===== src/rtl/dut_driver.sv =====
// Drives stimulus vectors onto the DUT pins, waits a programmable settle time,
// then samples the synchronised DUT outputs and writes the masked response.
module dut_driver #(
    parameter logic [23:0] DEFAULT_MASK   = 24'hFFFFFF,
    parameter logic [7:0]  DEFAULT_SETTLE = 8'd4
) (
    input  logic        clock,
    input  logic        reset_n,
    input  logic [23:0] sfifo_data,
    output logic        sfifo_rdreq,
    input  logic        sfifo_rdempty,
    input  logic [31:0] dififo_data,
    output logic        dififo_rdreq,
    input  logic        dififo_rdempty,
    output logic [23:0] rfifo_data,
    output logic        rfifo_wrreq,
    input  logic        rfifo_wrfull,
    output logic [23:0] dut_in,
    input  logic [23:0] dut_out,
    output logic        busy,
    output logic [15:0] vec_count
);

    typedef enum logic [2:0] {
        IDLE, CFG_RD, CFG_LD, STIM_RD, STIM_LD, SETTLE, SAMPLE, WR_RES
    } state_t;

    state_t      state, state_nx;
    logic [23:0] mask;
    logic [7:0]  settle;
    logic [8:0]  cnt;
    logic [23:0] dut_out_s1, dut_out_s2;
    logic        wrreq_nx;

    assign sfifo_rdreq  = (state == STIM_RD);
    assign dififo_rdreq = (state == CFG_RD);
    assign busy         = (state != IDLE);

    // The write strobe is registered, so the full flag is judged one cycle
    // ahead of the write; WR_RES exits on the cycle the strobe is high.
    assign wrreq_nx = ((state == SAMPLE) || (state == WR_RES && !rfifo_wrreq))
                      && !rfifo_wrfull;

    always_comb begin
        state_nx = state;
        case (state)
            IDLE: begin
                if (!sfifo_rdempty)       state_nx = STIM_RD;
                else if (!dififo_rdempty) state_nx = CFG_RD;
            end
            CFG_RD:  state_nx = CFG_LD;
            CFG_LD:  state_nx = IDLE;
            STIM_RD: state_nx = STIM_LD;
            STIM_LD: state_nx = SETTLE;
            SETTLE:  if (cnt == 9'd0) state_nx = SAMPLE;
            SAMPLE:  state_nx = WR_RES;
            WR_RES:  if (rfifo_wrreq) state_nx = IDLE;
            default: state_nx = IDLE;
        endcase
    end

    always_ff @(posedge clock or negedge reset_n) begin
        if (!reset_n) begin
            state       <= IDLE;
            mask        <= DEFAULT_MASK;
            settle      <= DEFAULT_SETTLE;
            cnt         <= 9'd0;
            dut_in      <= 24'd0;
            dut_out_s1  <= 24'd0;
            dut_out_s2  <= 24'd0;
            rfifo_data  <= 24'd0;
            rfifo_wrreq <= 1'b0;
            vec_count   <= 16'd0;
        end else begin
            state       <= state_nx;
            dut_out_s1  <= dut_out;
            dut_out_s2  <= dut_out_s1;
            rfifo_wrreq <= wrreq_nx;
            case (state)
                CFG_LD: begin
                    mask   <= dififo_data[23:0];
                    settle <= dififo_data[31:24];
                end
                STIM_LD: begin
                    dut_in <= sfifo_data;
                    // +2 covers the synchroniser depth on top of the settle time
                    cnt    <= {1'b0, settle} + 9'd2;
                end
                SETTLE:  if (cnt != 9'd0) cnt <= cnt - 9'd1;
                SAMPLE:  rfifo_data <= dut_out_s2 & mask;
                WR_RES:  if (rfifo_wrreq) vec_count <= vec_count + 16'd1;
                default: ;
            endcase
        end
    end

endmodule


===== config.mk =====
export PLATFORM = sky130hd
export DESIGN_NAME = dut_driver
export DESIGN_NICKNAME = d
export VERILOG_FILES = /design/src/rtl/dut_driver.sv
export SDC_FILE = /design/constraint.sdc
export NUM_CORES = 1
export LEC_CHECK = 0
export ABC_AREA = 1
export CAP_MARGIN = 20
export CORE_MARGIN = 3
export CORE_UTILIZATION = 44
export DETAILED_ROUTE_END_ITERATION = 16
export PLACE_DENSITY = 0.76
export SLEW_MARGIN = 20
export SYNTH_ARGS = -nofsm -noshare
export SYNTH_HDL_FRONTEND = slang
export SYNTH_SLANG_ARGS = --single-unit

===== constraint.sdc =====
create_clock -name clock -period 1.5 [get_ports clock]
set_input_delay 0.375 -clock clock [delete_from_list [all_inputs] [get_ports clock]]
set_output_delay 0.375 -clock clock [all_outputs]
set_load 0.05 [all_outputs]

==> results of run 1 <==
==> registers in the layout (all words and copies together), names as in the netlist <==
register / flops
mask: 24
settle: 8
rfifo_data: 24
dut_out_s2: 24
vec_count: 16
rfifo_wrreq: 1
dut_out_s1: 24
cnt: 9
state: 3
dut_in: 24
==> cell type report <==
class                      instances  area, sq um  area share (%)
clock buffer                      20          437            4.55
clock inverter                    12          106            1.11
inverter                          36          146            1.53
multi-input combinational        383         2090            21.8
sequential                       157         3980            41.5
tap                              176          220            2.30
timing repair buffer             190         2610            27.2
timing repair inverter             1         7.51          0.0783
==> timing repair <==
action / CTS / global route
cloned: 1 / 0
setup buffers: 4 / 11
hold endpoints to repair: 20 / 0
setup endpoints to repair: 7 / 63
hold buffers: 1 / 0
resized for setup: 26 / 51
pin swaps: 4 / 30
==> where the power goes <==
group / switching, uW / total [uW] / internal [uW] / leakage (uW)
combinational: 5490 / 10200 / 4670 / 0.00222
clock: 1740 / 3900 / 2160 / 0.000256
sequential: 1300 / 7150 / 5840 / 0.00187
total: 8530 / 21200 / 12700 / 0.00435
==> cells in the final DEF, fill, tap and decap left out, drive strengths merged <==
cell	instances
ha	3
clkinv	4
buf	106
clkdlybuf4s50	83
xor2	10
nand3b	1
dlygate4sd3	1
inv	40
clkinvlp	5
nor3	3
nand3	23
xnor2	2
clkbuf	20
nand2	215
mux2	28
nand4	10
a21oi	8
dfstp	25
nor2	43
dfrtp	132
o21ai	37
==> how the worst min path moves through the flow <==
stage | endpoint | cells past startpoint
after floorplan | cnt[0] | 0
after global placement | cnt[4] | 1
after detailed placement | cnt[4] | 1
after CTS | dut_out_s2[1] | 0
after global routing | dut_out_s2[1] | 0
final | dut_out_s2[7] | 0
==> layer usage <==
metal | part of all wire (%) | track usage (%) | up-vias | routed length [um]
li1 | - | - | 2279 | -
met1 | 39 | 24.1 | 2356 | 6000
met2 | 53 | 34.7 | 150 | 8210
met3 | 5.7 | 5.81 | 33 | 881
met4 | 2.4 | 8.51 | 0 | 367
met5 | 0 | 0 | - | 0
==> cells by family after synthesis <==
group	share of synthesized area (%)
adder cells (fa/ha/maj)	0.617
buffers and inverters	3.60
XOR/XNOR	1.73
flip-flops	65.1
multiplexers	5.18
AO/OA/AOI/OAI	3.70
AND/OR/NAND/NOR	20.1
==> per-stage QoR <==
step | instances | utilization [%] | worst slack (ps) | hold WS [ps] | setup TNS [ps]
6_report | 975 | 71.6 | -200 | 347 | -2400
5_1_grt | 975 | 71.6 | -240 | 356 | -7770
4_1_cts | 964 | 69.7 | -172 | 349 | -686
3_5_place_dp | 926 | 64.8 | -35.8 | 285 | -35.8
3_3_place_gp | 926 | 64.8 | 58.4 | 279 | 0
2_1_floorplan | 591 | - | 29.7 | 79.4 | 0
==> run_results.csv, run 1 <==
group,metric,value,unit
worst_setup_path,end_kind,"output pin",
worst_setup_path,path_buf_inv,1,
timing,clock.fmax,588,MHz
worst_setup_path,crit_cells,3,
worst_setup_path,crit_chain,"nor2_4, nand2_2, buf_12",
floorplan,die_w,124,um
timing,hold_viol_final,0,
clocking,cts_root_buffer,"clkbuf_16",
finish,syn_to_final_growth,57.7,%
pwr,cellPowerDensity,2210,mW/mm^2
floorplan,rows,42,
timing,period_needed,1700,ps
clocking,cts_sinks,157,
worst_setup_path,cp_slowest_cell,"dfrtp_2",
min_path,hold_class,"flip-flop to flip-flop",
finish,layout-drive-gt1-share,31.9,%
detailed_routing,routedWlPerCell,15.9,um
place,gp_congestion,0.811,
finish,fillers,901,
global_routing,overflow,0,
worst_setup_path,crit_required,1120,ps
synthesis,synth.avg_cell_area,10.3,sq um
detailed_routing,drt_iter0_drc,334,
synthesis,ys_async_sr_fraction,100,%
worst_setup_path,reg2reg_to,"cnt[2]",
clocking,clk_pin_slew,60,ps
detailed_routing,drc,0,
outcome,outcome,"finished, violations left",
global_routing,antenna_found_initial,0,
floorplan,die_h,124,um
synthesis,synth_common_cells,"nand2_1, dfrtp_1, nor2_1",
outcome,violations,"negative setup slack",
synthesis,synth_cell_type_count,27,
finish,fin_nets,874,
floorplan,initial_core_util,45.4,%
place,dpl.hpwl,10600,um
worst_setup_path,crit_end,"busy",
global_routing,grt_pass1_vias,4948,
clocking,tritoncts,"done",
pwr,leakage,0.00435,uW
synthesis,synthFlopType,"dfrtp_1",
clocking,clk_path_buf_depth,2,
place,place_area,0.00868,sq mm
synthesis,synth.largest_area_cell,"dfrtp_1",
synthesis,synth-edff-count,0,
synthesis,yosysMostFrequentCell,"nand2_1",
detailed_routing,firstDrtPassIters,4,
timing,setup_viol,34,
finish,diodes,0,
clocking,cts_buffers,17,
pwr,p_total,21200,uW
worst_setup_path,regToRegSetupSlack,-150,ps
timing,maxSlewHeadroom,75.3,%
worst_setup_path,critPathKind,"flip-flop to output pin",
synthesis,seq_area_frac_synth,65.1,%
synthesis,ys_ff_latch,157,
detailed_routing,ant_nets,0,
floorplan,die_area,0.0153,sq mm
pwr,max-vdd-ir-drop,0.00168,V
synthesis,syn_nets,679,
worst_setup_path,ff2ff_path_depth,9,
worst_setup_path,crit_arrival,1320,ps
worst_setup_path,cpPeakStageDelay,470,ps
synthesis,synth_top_cell_area_share,54.3,%
global_routing,grt_pass1_wl,23700,um
synthesis,syn_inst,591,
floorplan,core_area,0.0134,sq mm
synthesis,syn_area,0.00608,sq mm
global_routing,grt_max_degree,44,
worst_setup_path,cp-startpoint,"state[0]",
detailed_routing,vias,4818,
synthesis,yosysWarnings,0,
detailed_routing,route.detailed.vias_per_inst,4.94,
floorplan,io-pin-count,153,
detailed_routing,wirelength,15500,um
finish,stdcell_area,0.00959,sq mm
synthesis,synthTopCellsByArea,"dfrtp_1, nand2_1, dfstp_2",
min_path,hp-start,"dut_out_s1[7]",
worst_setup_path,crit_family,"flip-flops",
timing,tightest_slew,369,ps
clocking,clock_latency,420,ps
worst_setup_path,critPathMaxFanout,5,
timing,rsz0062_at_grt,"yes",
run,cap_violations,0,
timing,fin_skew,12.2,ps
timing,period_share,113,%
worst_setup_path,r2r-start,"state[1]",
timing,slew_viol_final,0,
global_routing,grt_usage,20.3,%
worst_setup_path,cp-start-kind,"flip-flop",
clocking,htreeDepth,4,
place,port_buffers,152,
timing,setup_slack,-200,ps
Note: power is estimated with default switching activity, not from simulation.
==> inputs of run 2 (changes only) <==
--- a/config.mk
+++ b/config.mk
@@ -7,7 +7,7 @@
 export LEC_CHECK = 0
 export ABC_AREA = 1
 export CAP_MARGIN = 20
-export CORE_MARGIN = 3
+export CORE_MARGIN = 2
 export CORE_UTILIZATION = 44
 export DETAILED_ROUTE_END_ITERATION = 16
 export PLACE_DENSITY = 0.76
==> run 2 against run 1 <==
The run still ends with negative setup slack left; clock power is 13% higher; total power is 1.3% higher; sequential power hardly changed; maximum frequency is 2.4% higher; global-route usage is 1.5 points higher; first-iteration DRC count is 25% lower; utilization hardly changed; design area is 0.34% lower.
==> run_results.csv, run 2 (synthesis gave the netlist of run 1 again) <==
group,metric,value,unit
outcome,outcome,"finished, violations left",
outcome,violations,"negative setup slack",
finish,diodes,0,
finish,final_util,71.6,%
place,port_buffers,152,
pwr,cellPowerDensity,2250,mW/mm^2
timing,hold_viol_final,0,
floorplan,io-pin-count,153,
place,dpl.hpwl,10400,um
pwr,comb_power_share,46.0,%
worst_setup_path,ff2ff_path_depth,10,
worst_setup_path,end_kind,"output pin",
clocking,tritoncts,"done",
floorplan,core_area,0.0133,sq mm
worst_setup_path,critPathKind,"flip-flop to output pin",
detailed_routing,wl_met1,5880,um
detailed_routing,routedWlPerCell,16.3,um
timing,setup_viol,42,
floorplan,initial_core_util,45.6,%
detailed_routing,drt_iter0_drc,249,
run,cap_violations,0,
pwr,p_int,13100,uW
timing,period_needed,1660,ps
detailed_routing,drc,0,
worst_setup_path,cp-start-kind,"flip-flop",
finish,mostFrequentLayoutCell,"nand2_1",
timing,maxSlewHeadroom,73.1,%
finish,fin_cells,968,
global_routing,grt_usage,21.8,%
global_routing,grt_pass1_vias,5186,
worst_setup_path,critPathMaxFanout,4,
pwr,clock_power_share,20.6,%
floorplan,rows,42,
timing,slew_viol_final,0,
place,dp.cells,923,
worst_setup_path,crit_required,1120,ps
timing,fin_setup_tns,-2890,ps
global_routing,overflow,0,
floorplan,die_h,122,um
clocking,cts_sinks,157,
pwr,swShare,39.1,%
min_path,holdPathStages,0,
detailed_routing,wirelength,15800,um
detailed_routing,highest_layer,"met4",
finish,layout-drive-gt1-share,29.4,%
timing,period_share,111,%
floorplan,die_w,122,um
finish,fin_nets,867,
clocking,htreeDepth,4,
global_routing,grt_max_degree,50,
detailed_routing,ant_nets,0,
min_path,hold_class,"flip-flop to flip-flop",
pwr,max-vdd-ir-drop,0.00138,V
finish,syn_to_final_growth,57.2,%
detailed_routing,vias,4873,
pwr,seq_power_share,33.4,%
place,gp_congestion,0.847,
min_path,holdPathEnd,"dut_out_s2[2]",
clocking,clk_path_buf_depth,2,
finish,final_cell_mix,"nand2_1, dfrtp_1, clkdlybuf4s50_1, buf_12, nor2_1",
global_routing,grt_pass1_wl,24600,um
clocking,cts_root_buffer,"clkbuf_16",
clocking,clock_latency,420,ps
detailed_routing,route.detailed.vias_per_inst,5.03,
place,preCtsSetupSlack,-76.1,ps
global_routing,antenna_found_initial,0,
worst_setup_path,reg2reg_to,"cnt[0]",
pwr,leakage,0.00435,uW
timing,setup_slack,-161,ps
pwr,power.switching,8410,uW
floorplan,die_area,0.0148,sq mm
detailed_routing,wl_met2,8390,um
worst_setup_path,r2r-start,"state[1]",
detailed_routing,wl_met3,888,um
clocking,clk_pin_slew,60,ps
timing,clock.fmax,602,MHz
min_path,hp-start,"dut_out_s1[2]",
clocking,cts_buffers,17,
timing,rsz0062_at_grt,"yes",
detailed_routing,firstDrtPassIters,5,
worst_setup_path,crit_arrival,1290,ps
worst_setup_path,regToRegSetupSlack,-120,ps
timing,fin_skew,7.49,ps
timing,tightest_slew,404,ps
[run 2: cell count changes in the layout (fill, tap and decap cells not counted), sizes merged]
| cell | previous run | this run |
|---|---|---|
| bufinv | 0 | 3 |
| inv | 40 | 39 |
| clkinvlp | 5 | 3 |
| buf | 106 | 98 |
| clkbuf | 20 | 21 |
[run 2: metal layers]
layer,track usage [%],vias to the layer above
met5,0,-
met4,11.3,0
met3,6.04,55
met2,37.7,178
met1,24.7,2383
li1,-,2257
[run 2: stage by stage]
| stage | instance area (sq um) | power [uW] | hold slack, ps |
|---|---|---|---|
| after global routing | 9560 | 22600 | 355 |
| final | 9560 | 21500 | 349 |
| after detailed placement | 8670 | 16200 | 318 |
| after CTS | 9370 | 21000 | 349 |
| after floorplan | 6100 | 11700 | 79.4 |
| after global placement | 8670 | 15900 | 313 |
[run 2: critical path, stage by stage (launching register included)]
cell	delay [ps]
dfrtp_2	460
inv_2	100
nand2_4	60
nor2_4	100
buf_12	140
[run 2: how the worst max path moves through the flow]
stage / start / to / depth (start not counted)
after detailed placement: cnt[0] / cnt[7] / 10
final: state[1] / dififo_rdreq / 4
after floorplan: vec_count[3] / vec_count[10] / 7
after global placement: settle[2] / cnt[7] / 8
after CTS: state[1] / dififo_rdreq / 4
after global routing: state[1] / cnt[0] / 10
[run 2: power groups by stage]
stage               clock network (uW)  registers (uW)  logic, uW
global route                      4690            7340      10500
CTS                               4500            7150       9310
detailed placement                   0            7140       9110
floorplan                            0            8840       2870
finish                            4420            7180       9880
global placement                     0            7040       8870
[run 2: final cells by class]
type | instances | area (sq um)
repair buffers | 183 | 2580
clock inverters | 12 | 156
repair inverters | 1 | 7.51
flip-flops and latches | 157 | 3980
clock buffers | 20 | 457
inverters | 36 | 144
fillers | 900 | 3790
multi-input cells | 383 | 2020
well taps | 176 | 220
[run 2: timing repair]
| action | 4_1_cts | 5_1_grt |
|---|---|---|
| setup endpoints to repair | 14 | 93 |
| hold endpoints to repair | 22 | 0 |
| cloned | 0 | 2 |
| hold buffers | 1 | 0 |
| setup buffers | 3 | 7 |
| pin swaps | 2 | 9 |
| gates resized for setup | 18 | 36 |
==> inputs of run 3 (changes only) <==
--- a/config.mk
+++ b/config.mk
@@ -8,9 +8,8 @@
 export ABC_AREA = 1
 export CAP_MARGIN = 20
 export CORE_MARGIN = 2
-export CORE_UTILIZATION = 44
+export CORE_UTILIZATION = 35
 export DETAILED_ROUTE_END_ITERATION = 16
-export PLACE_DENSITY = 0.76
 export SLEW_MARGIN = 20
 export SYNTH_ARGS = -nofsm -noshare
 export SYNTH_HDL_FRONTEND = slang
==> run 3 against run 2 <==
The run still ends with negative setup slack left; total power is 0.83% lower; die area is 25% higher; worst setup slack worse by 34 ps; register-to-register slack worse by 20 ps.
==> run_results.csv, run 3 (synthesis gave the netlist of run 1 again) <==
group,metric,value,unit
outcome,outcome,"finished, violations left",
outcome,violations,"negative setup slack",
worst_setup_path,cpPeakStageDelay,460,ps
clocking,tritoncts,"done",
timing,rsz0062_at_grt,"yes",
worst_setup_path,end_kind,"output pin",
finish,fillers,1429,
finish,layout-drive-gt1-share,29.4,%
pwr,p_total,21300,uW
place,dpl.hpwl,10200,um
worst_setup_path,critPathMaxFanout,4,
run,cap_violations,0,
detailed_routing,wirelength,14300,um
detailed_routing,drt_iter0_drc,230,
finish,syn_to_final_growth,58.0,%
finish,final_cell_mix,"nand2_1, dfrtp_1, clkdlybuf4s50_1, buf_12",
floorplan,die_h,136,um
worst_setup_path,crit_family,"flip-flops",
detailed_routing,firstDrtPassIters,5,
worst_setup_path,critPathKind,"flip-flop to output pin",
worst_setup_path,ff2ff_path_depth,9,
clocking,htreeDepth,4,
detailed_routing,route.detailed.vias_per_inst,4.53,
timing,period_share,113,%
pwr,max-vdd-ir-drop,0.00124,V
clocking,cts_sinks,157,
clocking,clk_path_buf_depth,2,
pwr,cellPowerDensity,2220,mW/mm^2
place,gp_congestion,0.815,
timing,hold_viol_final,0,
finish,final_util,56.1,%
floorplan,initial_core_util,35.5,%
timing,setup_slack,-195,ps
detailed_routing,routedWlPerCell,14.0,um
global_routing,overflow,0,
floorplan,rows,48,
pwr,leakage,0.00436,uW
timing,maxSlewHeadroom,78.8,%
timing,clock.fmax,590,MHz
clocking,cts_buffers,17,
min_path,hold_class,"flip-flop to flip-flop",
worst_setup_path,crit_required,1120,ps
worst_setup_path,cp-start-kind,"flip-flop",
finish,diodes,0,
global_routing,grt_pass1_wl,23300,um
timing,period_needed,1690,ps
finish,stdcell_area,0.00961,sq mm
place,port_buffers,152,
timing,fin_skew,14.7,ps
timing,tightest_slew,316,ps
floorplan,die_area,0.0184,sq mm
worst_setup_path,r2r-start,"state[0]",
floorplan,io-pin-count,153,
clocking,clock_latency,420,ps
worst_setup_path,path_buf_inv,2,
place,place_area,0.00875,sq mm
global_routing,grt_max_degree,51,
worst_setup_path,crit_cells,4,
detailed_routing,ant_nets,0,
detailed_routing,drc,0,
floorplan,core_area,0.0171,sq mm
global_routing,antenna_found_initial,0,
worst_setup_path,regToRegSetupSlack,-140,ps
global_routing,grt_pass1_vias,4713,
clocking,clk_pin_slew,60,ps
finish,mostFrequentLayoutCell,"nand2_1",
clocking,cts_root_buffer,"clkbuf_16",
worst_setup_path,cp_slowest_cell,"dfrtp_2",
worst_setup_path,reg2reg_to,"cnt[0]",
worst_setup_path,crit_chain,"nor2_4, buf_6, nand2_4, buf_12",
floorplan,die_w,136,um
detailed_routing,vias,4628,
worst_setup_path,cp-startpoint,"state[1]",
worst_setup_path,crit_arrival,1320,ps
finish,fin_nets,872,
worst_setup_path,crit_end,"busy",
timing,slew_viol_final,0,
timing,setup_viol,44,
global_routing,grt_usage,16.3,%
run 3: changes by cell type in the layout (fill, tap and decap cells not counted), moves of 3 or more:
cell / delta
buf_12: -3
buf_4: +6
buf_6: +5
o21ai_0: +5
o21ai_1: -5
run 3: final cells by class:
| type | count | area [sq um] | area share [%] |
|---|---|---|---|
| flip-flops and latches | 157 | 3980 | 41.4 |
| repair buffers | 188 | 2560 | 26.7 |
| multi-input cells | 383 | 2030 | 21.2 |
| clock buffers | 20 | 437 | 4.55 |
| well taps | 225 | 282 | 2.93 |
| clock inverters | 12 | 161 | 1.68 |
| inverters | 36 | 144 | 1.50 |
| repair inverters | 1 | 7.51 | 0.0781 |
run 3: worst min-delay path by stage:
stage / start / endpoint / slack, ps / cells past startpoint
2_1_floorplan: reset_n / cnt[0] / 80 / 0
3_3_place_gp: reset_n / dut_in[7] / 280 / 1
3_5_place_dp: reset_n / dut_in[7] / 280 / 1
4_1_cts: dut_out_s1[0] / dut_out_s2[0] / 350 / 0
5_1_grt: dut_out_s1[12] / dut_out_s2[12] / 350 / 0
6_report: dut_out_s1[21] / dut_out_s2[21] / 350 / 0
run 3: report_power, final:
part / leakage [uW] / internal (uW) / switching, uW
logic: 0.00220 / 4620 / 5230
clock network: 0.000287 / 2640 / 1720
registers: 0.00187 / 5840 / 1250
total: 0.00436 / 13100 / 8200
run 3: per-stage QoR:
stage	cells	worst slack, ps	setup TNS [ps]	hold slack (ps)
after floorplan	591	29.7	0	79.4
after global placement	978	64.4	0	276
after detailed placement	978	-9.27	-9.27	284
after CTS	1016	-194	-610	349
after global routing	1022	-233	-5750	354
final	1022	-195	-2530	347
run 3: per-layer routing:
metal	part of all wire (%)	GRT usage [%]	wire length, um	vias to the layer above
met1	42	20.2	5980	2210
met5	0	0	0	-
li1	-	-	-	2275
met3	5.5	4.81	784	22
met2	51	26.8	7260	121
met4	1.8	6.37	260	0
run 3: timing repair:
| action | in CTS | in global routing |
|---|---|---|
| setup endpoints to repair | 7 | 20 |
| gates resized for setup | 16 | 34 |
| hold buffers | 1 | 0 |
| gates cloned | 0 | 1 |
| pin swaps | 4 | 12 |
| buffers inserted | 6 | 5 |
| endpoints found under the hold margin | 22 | 0 |
